===== src/rtl/nibble_serial_adder.sv =====
// Digit-serial WIDTH-bit adder: one 4-bit conditional-sum stage reused per nibble, LSB nibble first.
// Optional signed-overflow output V is built only when NSA_OVERFLOW_EN is defined.

module Conditional_sum_adder_4bit (
  input  logic [3:0] A,
  input  logic [3:0] B,
  input  logic       C_in,
  output logic [3:0] S,
  output logic       C_out
);

  logic [3:0] s0, s1, c0, c1;
  logic [1:0] lo0_s, lo1_s, hi0_s, hi1_s, lo_s;
  logic       lo0_c, lo1_c, hi0_c, hi1_c, lo_c;

  // Each block precomputes sum/carry for both possible carry-ins, then muxes.
  always_comb begin
    s0 = A ^ B;
    s1 = ~(A ^ B);
    c0 = A & B;
    c1 = A | B;

    lo0_s = {(c0[0] ? s1[1] : s0[1]), s0[0]};
    lo0_c = c0[0] ? c1[1] : c0[1];
    lo1_s = {(c1[0] ? s1[1] : s0[1]), s1[0]};
    lo1_c = c1[0] ? c1[1] : c0[1];
    hi0_s = {(c0[2] ? s1[3] : s0[3]), s0[2]};
    hi0_c = c0[2] ? c1[3] : c0[3];
    hi1_s = {(c1[2] ? s1[3] : s0[3]), s1[2]};
    hi1_c = c1[2] ? c1[3] : c0[3];

    lo_s  = C_in ? lo1_s : lo0_s;
    lo_c  = C_in ? lo1_c : lo0_c;
    S     = {(lo_c ? hi1_s : hi0_s), lo_s};
    C_out = lo_c ? hi1_c : hi0_c;
  end

endmodule

module nibble_serial_adder #(
  parameter int WIDTH = 16
) (
  input  logic             clk,
  input  logic             rst_n,
  input  logic             start,
  input  logic [WIDTH-1:0] A,
  input  logic [WIDTH-1:0] B,
  input  logic             C_in,
  output logic             busy,
  output logic             done,
  output logic [WIDTH-1:0] S,
  output logic             C_out
`ifdef NSA_OVERFLOW_EN
  ,
  output logic             V
`endif
);

  localparam int NIB = WIDTH / 4;
  localparam int CW  = (NIB > 1) ? $clog2(NIB) : 1;
  localparam logic [CW-1:0] LAST = CW'(NIB - 1);

  typedef enum logic {IDLE = 1'b0, RUN = 1'b1} state_t;

  state_t           state_q;
  logic [WIDTH-1:0] a_sh_q, b_sh_q, sum_sh_q, s_q;
  logic [CW-1:0]    cnt_q;
  logic             carry_q, cout_q, busy_q, done_q;
  logic [3:0]       nib_s;
  logic             nib_co;
  logic [WIDTH-1:0] sum_d;

  Conditional_sum_adder_4bit u_csa (
    .A    (a_sh_q[3:0]),
    .B    (b_sh_q[3:0]),
    .C_in (carry_q),
    .S    (nib_s),
    .C_out(nib_co)
  );

  assign sum_d = {nib_s, sum_sh_q[WIDTH-1:4]};

`ifdef NSA_OVERFLOW_EN
  logic a_msb_q, b_msb_q, v_q;
  assign V = v_q;
`endif

  // S/C_out are a shadow of the working sum, written only on the last nibble.
  always_ff @(posedge clk or negedge rst_n) begin
    if (!rst_n) begin
      state_q  <= IDLE;
      a_sh_q   <= '0;
      b_sh_q   <= '0;
      sum_sh_q <= '0;
      s_q      <= '0;
      cnt_q    <= '0;
      carry_q  <= 1'b0;
      cout_q   <= 1'b0;
      busy_q   <= 1'b0;
      done_q   <= 1'b0;
`ifdef NSA_OVERFLOW_EN
      a_msb_q  <= 1'b0;
      b_msb_q  <= 1'b0;
      v_q      <= 1'b0;
`endif
    end else begin
      done_q <= 1'b0;
      case (state_q)
        IDLE: begin
          if (start) begin
            a_sh_q  <= A;
            b_sh_q  <= B;
            carry_q <= C_in;
            cnt_q   <= '0;
            busy_q  <= 1'b1;
            state_q <= RUN;
`ifdef NSA_OVERFLOW_EN
            a_msb_q <= A[WIDTH-1];
            b_msb_q <= B[WIDTH-1];
`endif
          end
        end
        RUN: begin
          a_sh_q   <= a_sh_q >> 4;
          b_sh_q   <= b_sh_q >> 4;
          carry_q  <= nib_co;
          sum_sh_q <= sum_d;
          cnt_q    <= cnt_q + 1'b1;
          if (cnt_q == LAST) begin
            s_q     <= sum_d;
            cout_q  <= nib_co;
            done_q  <= 1'b1;
            busy_q  <= 1'b0;
            state_q <= IDLE;
`ifdef NSA_OVERFLOW_EN
            v_q     <= a_msb_q ^ b_msb_q ^ nib_s[3] ^ nib_co;
`endif
          end
        end
        default: state_q <= IDLE;
      endcase
    end
  end

  assign busy  = busy_q;
  assign done  = done_q;
  assign S     = s_q;
  assign C_out = cout_q;

endmodule

===== config.mk =====
export PLATFORM = sky130hd
export DESIGN_NAME = nibble_serial_adder
export DESIGN_NICKNAME = d
export VERILOG_FILES = /design/src/rtl/nibble_serial_adder.sv
export SDC_FILE = /design/constraint.sdc
export NUM_CORES = 1
export LEC_CHECK = 0
export ABC_CLOCK_PERIOD_IN_PS = 2800
export CAP_MARGIN = 10
export CORE_MARGIN = 2
export CORE_UTILIZATION = 35
export DETAILED_ROUTE_END_ITERATION = 6
export PLACE_DENSITY_LB_ADDON = 0.12
export RECOVER_POWER = 50
export SYNTH_ARGS = -nofsm -noshare
export SYNTH_HDL_FRONTEND = slang
export SYNTH_SLANG_ARGS = --single-unit

===== constraint.sdc =====
create_clock -name clk -period 2.8 [get_ports clk]
set_input_delay 0.42 -clock clk [delete_from_list [all_inputs] [get_ports clk]]
set_output_delay 0.42 -clock clk [all_outputs]
set_load 0.03 [all_outputs]

Yosys cells after proc, flatten, opt, wreduce, memory -nomap -nowiden
Index checks and enable logic that the tools add are counted.
{"block": "word_totals", "wordCells": 49, "out_inout_bits": 19, "reg_bits": 71}
{"block": "classes", "n_reduce_logical": 2, "n_mux": 28, "n_bitwise": 5, "addsub": 1, "eq_ne": 3}
{"operator": "$pmux 16 s2", "n": 2}
{"operator": "$mux 16", "n": 2}
{"operator": "$mux 1", "n": 17}
{"operator": "$mux 2", "n": 3}
{"operator": "$pmux 1 s2", "n": 3}
{"operator": "$and 4x4->4", "n": 1}
{"operator": "$not 4->4", "n": 1}
{"operator": "$or 4x4->4", "n": 1}
{"operator": "$pmux 2 s2", "n": 1}
{"operator": "$reduce_and 2->1", "n": 2}
{"operator": "$xor 4x4->4", "n": 1}
{"operator": "$add 2x1->2 const B", "n": 1}
{"operator": "$eq 2x2->1 const B", "n": 1}
{"operator": "$ne 2x1->1 const B", "n": 1}
{"operator": "$ne 2x2->1 const B", "n": 1}
{"operator": "$not 1->1", "n": 1}

Longest topological paths before layout
{"block": "depth", "ltp_word": 5, "depth_mapped": 7}

By module
Synthesis repeated with hierarchy kept, for this count alone.
{"block": "unflattened", "hier_cells": 263, "area_unflattened_um2": 3191.8}
{"mod": "nibble_serial_adder", "seq_area_each_um2": 1676.6, "cells_each": 212, "n_inst": 1, "area_per_inst_um2": 2805.2}
{"mod": "Conditional_sum_adder_4bit", "seq_area_each_um2": 0.0, "cells_each": 51, "n_inst": 1, "area_per_inst_um2": 386.6}

Worst setup path after synthesis
Ideal clock, no wire load.
{"block": "synth_path", "path_type": "register -> register", "from": "register a_sh_q[0]", "to": "register cout_q, in the netlist C_out", "stages_incl_launch_ff": 8, "arrival_time_ps": 1491, "setup_ps": 128, "slack_ps": 1180, "cell_sequence": "dfrtp_1 -> inv_1 -> ha_1 -> and2_4 -> or3_1 -> buf_6 -> a221oi_2 -> o31ai_1"}
{"block": "synth_via", "elab_chain_len": 4, "elab_cells_between_ends": 6, "classes_between": "mux (4); bitwise (2)"}
{"item": "start, declared", "line": "66", "text": "logic [WIDTH-1:0] a_sh_q, b_sh_q, sum_sh_q, s_q;"}
{"item": "start signal, assigned", "line": "124", "text": "a_sh_q <= a_sh_q >> 4;"}
{"item": "$and 4x4->4 or $or 4x4->4 (tied branches)", "line": "20, 21"}
{"item": "$mux 1, on equally long branches", "line": "24, 26"}
{"item": "$mux 1 (*)", "line": "33", "text": "lo_c = C_in ? lo1_c : lo0_c;"}
{"item": "$mux 1 (*)", "line": "35", "text": "C_out = lo_c ? hi1_c : hi0_c;"}
{"item": "end signal, assigned", "line": "131", "text": "cout_q <= nib_co;"}
{"item": "end, declared", "line": "68", "text": "logic carry_q, cout_q, busy_q, done_q;"}
Every way passes the cells marked *; elsewhere a longest branch is shown, timed or not.
A chain may end at the register's enable or synchronous reset.

==> flow_summary.ini <==
[global_route]
grt_max_degree = 74
grt_pass1_vias = 2018
grt-ovfl-total = 0
grt_pass1_wl_mm = 10.38
antenna_found_initial = 0
grt_usage_pct = 13.78

[status]
outcome = completed

[clocking]
cts_buffers = 9
clk_pin_slew_ps = 70
cts_buffer_depth = 2
cts_tree = done
root_buffer = clkbuf_8
htreeDepth = 3
cts.repair.resized = 0
clock_latency_ps = 340
cts.sinks = 67

[floorplanning]
die-area_um2 = 9393
fp-row-count = 33
fp.dieH_um = 96.92
start_util_pct = 36.41
die_w_um = 96.92
io_pins = 55
core_um2 = 8299

[yosys]
yosysUniqueCellTypes = 33
synth_top_area_share_pct = 55.49
yosys_register_bits = 67
synthCells = 265
ys_seq_area_share_pct = 55.49
synth.area.top_cells = dfrtp_1 (55%), mux2i_1 (11%), mux2_2 (7.8%), o21ai_0 (4.6%), nand2_1 (4.3%)
syn-num-nets = 310
avgSynthCellArea_um2 = 11.40
ys_warn_count = 0
synth_area_um2 = 3022
yosys.area.top_type = dfrtp_1

[setup_path]
cp-end-kind = asynchronous set/reset pin
worstPathArrival_ps = 2150
cp_max_fo = 19
critPathRequiredTime_ps = 3130
regToRegSetupSlack_ps = 1070
cp-start-kind = input pin
critPathKind = input pin to asynchronous set/reset pin

[route]
routedWlPerCell_um = 13.63
drtAntennaViolNets = 0
via_count = 2027
drt-pass1-iter-count = 4
wirelength_mm = 5.873
via_per_inst = 4.703
drc = 0
drtIter0Drc = 79

[min_path]
min_path_type = flop to flop

[timing]
hold_viol_final = 0
clock_skew_ps = 6.698
fmaxAchievable_mhz = 548.9
min_period_ps = 1822
slew_viol_final = 0
tightest_slew_ps = 968.3
finalCritPeriodShare_pct = 65.06
setup_viol = 0
rsz0062_at_grt = no
tns_ps = 0
max_slew_margin_pct = 35.45

[power]
leakagePower_nw = 1.768
power.density_nw_per_um2 = 1091
peakVddDrop_mv = 0.3565

[placement]
dp.final_hpwl_mm = 3.949
gp_congestion = 0.6957
port_buffers = 54
placedCellCount = 414

[finish]
finalNetCount = 366
drive_gt1_share_pct = 15.03
stdcell_count = 431
fillerInstances = 769
syn_to_final_growth_pct = 28.99
antenna_cells = 0

[run]
max_cap_viol_count = 0
==> what timing repair did <==
item / CTS / global route
hold buffers: 1 / 0
hold endpoints to repair: 6 / 0
buffers inserted: 0 / 0
==> routing by layer <==
metal  global-route usage, %  vias to the layer above  share of wire (%)
met5                       0                        -                  0
met1                   19.54                      956                 49
met4                   4.225                        0                1.2
met3                   5.058                        7                5.0
met2                   19.66                       40                 45
li1                        -                     1024                  -
==> flip-flops by register name, indices dropped and copies added, names as in the netlist, 2 cells and up <==
register / cells
sum_sh_q: 12
b_sh_q: 16
S: 16
a_sh_q: 16
cnt_q: 2
==> cell type report <==
cell class,count,area [µm²],share of cell area [%]
clock inverters,7,116.4,2.986
multi-input cells,169,1210,31.04
well taps,105,131.4,3.371
clock buffers,9,123.9,3.178
repair buffers,60,585.6,15.02
flip-flops and latches,67,1678,43.05
inverters,14,52.55,1.348
==> worst max-delay path: stages <==
cell,delay [ps]
dlygate4sd3_1,520
clkbuf_1,420
clkbuf_1,780
==> final timing paths <==
check / startpoint / end / cells past startpoint
min: b_sh_q[6]$_DFFE_PN0P_ / b_sh_q[2]$_DFFE_PN0P_ / 2
max in group clk: busy$_DFFE_PN0P_ / busy / 1
max reg2reg: a_sh_q[0]$_DFFE_PN0P_ / sum_sh_q[15]$_DFFE_PN0P_ / 6
max: rst_n / S[2]$_DFFE_PN0P_ / 3
min reg2reg: b_sh_q[6]$_DFFE_PN0P_ / b_sh_q[2]$_DFFE_PN0P_ / 2
min in group asynchronous: rst_n / b_sh_q[4]$_DFFE_PN0P_ / 2
==> through the flow <==
step	total power, mW	setup WS (ps)	hold slack (ps)	area (µm²)	util (%)
6_report	4.252	978.2	482.1	3897	46.96
5_1_grt	4.587	641.5	511.9	3897	46.96
4_1_cts	4.323	951.9	458.1	3902	47.02
3_5_place_dp	3.325	1102	286.8	3652	44.01
3_3_place_gp	3.298	1126	290.9	3652	44.01
2_1_floorplan	2.772	1180	124.4	3022	-
==> placed cells by master, fill, tap and decap left out, drive strengths merged <==
cell	synthesis	layout
o31ai	4	4
xnor2	2	2
nor3	1	1
and2	1	1
clkinv	0	3
clkbuf	5	11
clkdlybuf4s50	0	52
dfrtp	67	67
a221oi	1	1
mux2	21	21
bufinv	0	3
nor4b	1	1
dlygate4sd3	0	1
inv	14	14
buf	10	5
o221a	1	1
nand2	35	35
or3	1	1
a22o	1	1
nand2b	1	1
nand3	3	3
o21ai	29	29
nor2	17	17
o21a	1	1
and3	1	1
a211o	2	2
o22ai	1	1
nand4	2	2
mux2i	32	32
ha	9	9
clkinvlp	0	1
a21oi	2	2
==> kinds of logic (layout without fill, tap and decap cells) <==
kind of cell / count (synthesis) / count (layout) / synth area share (%)
multiplexers: 53 / 53 / 18.43
flip-flops: 67 / 67 / 55.49
adder cells (fa/ha/maj): 9 / 9 / 3.727
AND/OR/NAND/NOR: 63 / 63 / 8.986
XOR/XNOR: 2 / 2 / 0.5798
buffers and inverters: 29 / 90 / 4.472
AO/OA/AOI/OAI: 42 / 42 / 8.323
==> where the power goes <==
| part | internal (mW) | switching (mW) |
|---|---|---|
| Combinational | 0.772 | 0.910 |
| Clock | 0.590 | 0.382 |
| Sequential | 1.37 | 0.231 |
| Total | 2.73 | 1.52 |
==> synth_stat cells <==
cell       n
ha_1       9
o21ai_0   28
o21a_1     1
nand2b_1   1
buf_6      2
nor2_2     1
a221oi_2   1
o31ai_1    4
inv_2      1
buf_4      1
and2_4     1
nor3_1     1
o22ai_1    1
a21oi_1    2
mux2_2    21
clkbuf_1   5
nor4b_1    1
inv_1     13
nand4_1    2
dfrtp_1   67
a22o_1     1
nand3_1    3
nor2_1    16
or3_1      1
a211o_1    2
o221a_2    1
mux2i_1   32
buf_2      6
nand2_1   35
and3_4     1
o21ai_1    1
buf_1      1
xnor2_1    2
Note: power is estimated with default switching activity, not from simulation.
